===== src/rtl/word_nibble_serializer.sv =====
// word_nibble_serializer
// Takes one 37-bit word over a valid/ready handshake and emits it as 4-bit
// nibbles, least-significant nibble first, flagging the final beat with
// out_last. A new word may be accepted on the final-beat handshake so that
// back-to-back words stream without a bubble.
//
// Optional build macro: SERIALIZER_CHECKSUM_EN
//   When defined, one extra beat carrying the XOR of the data nibbles follows
//   the data beats, and out_last marks that checksum beat instead.
module word_nibble_serializer #(
    parameter int WORD_W = 37,
    parameter int NIB_W  = 4
) (
    input  logic              clk,
    input  logic              rst,
    input  logic              in_valid,
    output logic              in_ready,
    input  logic [WORD_W-1:0] input_data,
    output logic              out_valid,
    input  logic              out_ready,
    output logic [NIB_W-1:0]  output_data,
    output logic              out_last
);

    // Data beats per word; derived, never overridden.
    localparam int NBEATS = (WORD_W + NIB_W - 1) / NIB_W;
    localparam int SHW    = NBEATS * NIB_W;
`ifdef SERIALIZER_CHECKSUM_EN
    localparam int NTOT   = NBEATS + 1;
`else
    localparam int NTOT   = NBEATS;
`endif
    localparam int CW     = $clog2(NTOT);

    typedef enum logic [0:0] {
        ST_IDLE = 1'b0,
        ST_SEND = 1'b1
    } state_t;

    state_t             state_q, state_d;
    logic [SHW-1:0]     shreg_q, shreg_d;
    logic [CW-1:0]      cnt_q, cnt_d;
    logic               valid_q, valid_d;
    logic               last_q, last_d;
    logic [NIB_W-1:0]   data_q, data_d;
`ifdef SERIALIZER_CHECKSUM_EN
    logic [NIB_W-1:0]   csum_q, csum_d;
`endif

    logic               in_ready_s;
    logic               accept_s;
    logic               xfer_s;
    logic [CW-1:0]      cnt_inc_s;

    // Handshake qualifiers; a word is taken when idle or on the final-beat handshake.
    always_comb begin
        in_ready_s = !rst && ((state_q == ST_IDLE) || (valid_q && out_ready && last_q));
        accept_s   = in_valid && in_ready_s;
        xfer_s     = valid_q && out_ready;
        cnt_inc_s  = cnt_q + {{(CW-1){1'b0}}, 1'b1};
    end

    // Next-state logic: load on accept, advance on beat transfer, hold on stall.
    always_comb begin
        state_d = state_q;
        shreg_d = shreg_q;
        cnt_d   = cnt_q;
        valid_d = valid_q;
        last_d  = last_q;
        data_d  = data_q;
`ifdef SERIALIZER_CHECKSUM_EN
        csum_d  = csum_q;
`endif
        if (accept_s) begin
            state_d = ST_SEND;
            shreg_d = {{(SHW-WORD_W){1'b0}}, input_data};
            cnt_d   = {CW{1'b0}};
            valid_d = 1'b1;
            last_d  = 1'b0;
            data_d  = input_data[NIB_W-1:0];
`ifdef SERIALIZER_CHECKSUM_EN
            csum_d  = {NIB_W{1'b0}};
`endif
        end else if (xfer_s) begin
            if (last_q) begin
                // Word finished with nobody waiting: drop valid, keep the stale nibble.
                state_d = ST_IDLE;
                valid_d = 1'b0;
                last_d  = 1'b0;
            end else begin
                shreg_d = shreg_q >> NIB_W;
                cnt_d   = cnt_inc_s;
                last_d  = (cnt_inc_s == CW'(NTOT - 1));
`ifdef SERIALIZER_CHECKSUM_EN
                // The nibble leaving now is folded in; after the last data
                // beat the folded value itself becomes the checksum beat.
                csum_d  = csum_q ^ data_q;
                if (cnt_inc_s == CW'(NBEATS)) begin
                    data_d = csum_q ^ data_q;
                end else begin
                    data_d = shreg_q[2*NIB_W-1:NIB_W];
                end
`else
                data_d  = shreg_q[2*NIB_W-1:NIB_W];
`endif
            end
        end else begin
            state_d = state_q;
        end
    end

    // Serializer state register with synchronous reset.
    always_ff @(posedge clk) begin
        if (rst) begin
            state_q <= ST_IDLE;
            shreg_q <= {SHW{1'b0}};
            cnt_q   <= {CW{1'b0}};
            valid_q <= 1'b0;
            last_q  <= 1'b0;
            data_q  <= {NIB_W{1'b0}};
`ifdef SERIALIZER_CHECKSUM_EN
            csum_q  <= {NIB_W{1'b0}};
`endif
        end else begin
            state_q <= state_d;
            shreg_q <= shreg_d;
            cnt_q   <= cnt_d;
            valid_q <= valid_d;
            last_q  <= last_d;
            data_q  <= data_d;
`ifdef SERIALIZER_CHECKSUM_EN
            csum_q  <= csum_d;
`endif
        end
    end

    assign in_ready    = in_ready_s;
    assign out_valid   = valid_q;
    assign out_last    = last_q;
    assign output_data = data_q;

endmodule


===== config.mk =====
export PLATFORM = sky130hd
export DESIGN_NAME = word_nibble_serializer
export DESIGN_NICKNAME = d
export VERILOG_FILES = /design/src/rtl/word_nibble_serializer.sv
export SDC_FILE = /design/constraint.sdc
export NUM_CORES = 1
export LEC_CHECK = 0
export CAP_MARGIN = 5
export CORE_ASPECT_RATIO = 0.8
export CORE_MARGIN = 3
export CORE_UTILIZATION = 45
export DETAILED_ROUTE_END_ITERATION = 16
export GPL_TIMING_DRIVEN = 0
export PLACE_DENSITY = 0.85
export SYNTH_ARGS = -nofsm -noshare
export SYNTH_HDL_FRONTEND = slang
export SYNTH_SLANG_ARGS = --single-unit

===== constraint.sdc =====
create_clock -name clk -period 1.41 [get_ports clk]
set_clock_uncertainty 0.05 [all_clocks]
set_input_delay 0.141 -clock clk [delete_from_list [all_inputs] [get_ports clk]]
set_output_delay 0.141 -clock clk [all_outputs]
set_load 0.01 [all_outputs]

==> metrics.md, run 1 <==
| Metric | Value |
|---|---|
| Result of the run | finished, violations left |
| Violations in the final reports | setup timing |
| Critical-path cell with the highest stage delay | sky130_fd_sc_hd__dfxtp_4 |
| Synth async-reset ratio | 0 |
| Post-Syn Instances | 251 |
| Total wire length | 6.32 mm |
| Arr. time, crit path | 1.24 ns |
| Net count after synthesis | 294 |
| Remaining routing DRC violations | 0 |
| Final Worst Setup Slack | -0.0167 ns |
| Main combinational cell family by area after synthesis | simple AND/OR/NAND/NOR gates |
| Number of cell rows | 21 |
| Post-CTS clock slew at the launch and capture registers of the worst setup and hold paths | 0.09 ns |
| Kind of launch point of the worst setup path | flop |
| Number of top-level design ports | 48 |
| Power per unit of standard cell area | 888 mW/mm^2 |
| Slew at the pin closest to its max-slew limit | 0.652 ns |
| Number of synthesized register bits | 43 |
| Worst setup startpoint | out_valid |
| Fraction of synthesized cell area in xor and xnor cells | 0.00848 |
| N_diodes | 0 |
| Root Driver | sky130_fd_sc_hd__clkbuf_8 |
| Number of DRC markers in iteration 0 | 173 |
| Count of fill cells added during filler insertion | 296 |
| Post-Synth Simple-Gate Area | 0.256 |
| Source of the worst hold timing path | in_valid |
| CP Max Fanout | 7 |
| Antenna violations before repair | 0 |
| Setup repair after global routing missed its margin | yes |
| Slew Viols, Final | 0 |
| Post-synth top flop | sky130_fd_sc_hd__dfxtp_1 |
| Final Hold Violating Endpoints | 0 |
| Critical Path RT | 1.22 ns |
| Final cell count without fillers | 372 |
| Post-synthesis mux area share | 0 |
| Post-route worst hold slack | 0.149 ns |
| Clock Sinks | 43 |
| Area growth syn-to-layout | 49.1% |
| Longest Clk Path Bufs | 2 |
| Post-route clock period utilization | 1.01 |
| Number of clock buffers inserted by TritonCTS | 5 |
| Area share of fa/ha/maj cells after synthesis | 0.0121 |
| Initial Utilization | 0.479 |
| Largest incremental delay on the critical path | 0.39 ns |
| Chip Height | 66.6 um |
| Worst ir drop on vdd | 0.435 mV |
| First-pass GRT wire length | 8.93 mm |
| Count of synthesis-stage warnings from yosys | 0 |
| Post-synth EDFFs | 0 |
| Final HPWL DP | 3.83 mm |
| Drt first pass iters | 4 |
| Max-cap violations | 0 |
| Count of nets left with antenna violations after detail routing | 0 |
| Number of port buffers | 46 |
| Final-report setup violation count | 5 |
| Placer Congestion | 0.808 |
| Vias in the first global route | 1891 |
| Commonest cells after routing, fill and taps aside | sky130_fd_sc_hd__nand2_1 (59), sky130_fd_sc_hd__dfxtp_1 (40), sky130_fd_sc_hd__clkdlybuf4s50_1 (37), sky130_fd_sc_hd__nor3_1 (33), sky130_fd_sc_hd__a311oi_2 (22) |
| Aggregate global routing overflow | 0 |
| Path type of the worst setup path | reg -> out |
| Tightest Hold Check Type | in -> reg |
| Syn_area_per_cell | 8.23 sq um |
| Clock tree from TritonCTS | built |
| Placed insts | 354 |
| Top delay family on crit path | flip-flops |
| Total area of multi-input combinational cells | 0.00121 sq mm |
| Most frequent standard cell in the layout excluding fill and tap cells | sky130_fd_sc_hd__nand2_1 |
| Cells traversed along the worst timing path | a21boi_4 -> buf_8 -> nor2_4 -> buf_6 |
| Critical path endpoint category | output pin |
| Mapped cell area | 0.00206 sq mm |
| Total Die Area | 0.00544 sq mm |
| Die boundary width | 81.7 um |
| Clk Latency, worst-skew pair | 0.31 ns |
| Pin count of the biggest net entering global routing | 16 |
| Detailed-route wire length per cell | 17.0 um |
| Rel. slew slack | 0.565 |
| Via-to-Cell Ratio | 5.78 |
| Post-layout minimum cycle time | 1.43 ns |
| Achievable clock frequency | 0.701 GHz |
| FF/Latch Area | 870 sq um |
| Post-synthesis compound-gate area fraction | 0.213 |
| CORE AREA | 0.00431 sq mm |
| Fin nets | 357 |
| Sequential-to-total area share from yosys stat | 0.417 |
| Global-route total usage across every layer | 0.215 |
| H-tree depth | 2 |
| Leakage power | 0.00114 uW |
| Startpoint of the worst-slack reg-to-reg timing path | out_last |
| Ratio of cells with drive above 1 in the final layout | 0.276 |
| Library cells used by synthesis | 29 |
| CP bufs+invs | 2 |
| Total number of vias | 2151 |
==> registers in the layout, summed over array words and instances (netlist names) <==
name,cells
shreg_q,37
out_valid,1
cnt_q,4
out_last,1
==> synth_stat cells (all sizes together) (2+ instances only) <==
master	count	area [sq um]
ha	2	25.0
nand2	73	277
clkbuf	4	15.0
a21oi	8	40.0
o211ai	4	30.0
xor2	2	17.5
nand3	5	25.0
a311oi	33	314
nor3	33	165
nor2	3	11.3
inv	3	11.3
o21ai	2	10.0
dfxtp	43	861
or3	2	12.5
buf	24	165
==> area by class of cell <==
cell class                 count  share of cell area
multi-input combinational    177               0.393
clock buffer                   5              0.0224
timing repair buffer          57               0.191
inverter                       3             0.00366
clock inverter                 3             0.00772
sequential                    43               0.283
tap                           57              0.0232
buffer                        27              0.0760
==> path summary, 6_finish.rpt <==
check,endpoint,slack [ns],depth (start not counted)
min,out_valid,0.15,3
max reg2reg,shreg_q[31],-0.01,5
min reg2reg,cnt_q[0],0.43,2
max,in_ready,-0.02,4
==> through the flow <==
step / power [uW] / instance area [sq um] / utilization / worst slack, ns / TNS [ns]
global placement: 1790 / 2600 / 0.602 / -0.565 / -10.42
CTS: 2600 / 2730 / 0.634 / 0.00000389 / 0
global route: 2850 / 3080 / 0.714 / -0.0525 / -0.572
floorplan: 1590 / 2060 / - / 0.0972 / 0
finish: 2730 / 3080 / 0.714 / -0.0167 / -0.0453
detailed placement: 1800 / 2600 / 0.602 / -0.603 / -12.08
==> tightest hold or removal path, cell delays in order <==
cell and delay (ns):
sky130_fd_sc_hd__dlymetal6s2s_1 0.19, sky130_fd_sc_hd__nor2_1 0.07, sky130_fd_sc_hd__nor2_1 0.06
==> power by group <==
part           internal, uW  switching, uW  total, uW
registers              1290           55.5       1340
logic                   300            268        568
clock network           354            470        824
total                  1940            794       2730
==> kinds of logic (layout without fill, tap and decap cells) <==
logic type	Yosys count	count (layout)
XOR/XNOR	2	2
flip-flops	43	43
AND/OR/NAND/NOR	121	121
buffers and inverters	31	95
AO/OA/AOI/OAI	52	52
adder cells (fa/ha/maj)	2	2
==> what timing repair did <==
action                                  CTS  global route
endpoints found under the setup margin   39            37
hold endpoints to repair                  0             0
setup buffers                             2             5
resized for setup                        27            57
hold buffers                              0             0
cloned                                    0             4
pin swaps                                 0            20
==> layer usage <==
layer  track usage  vias up  share of wire
li1              -     1030              -
met1         0.296     1025           0.44
met2         0.333       79           0.48
met3        0.0446       17          0.059
met4        0.0705        0          0.025
met5             0        -              0
(Power assumes the default switching activity.)
==> run 2, diff against run 1 <==
- CTS_CLUSTER_DIAMETER: default -> 50
==> results of run 2 <==
Same layout as run 1: the final DEF is identical, and so are final timing and power.
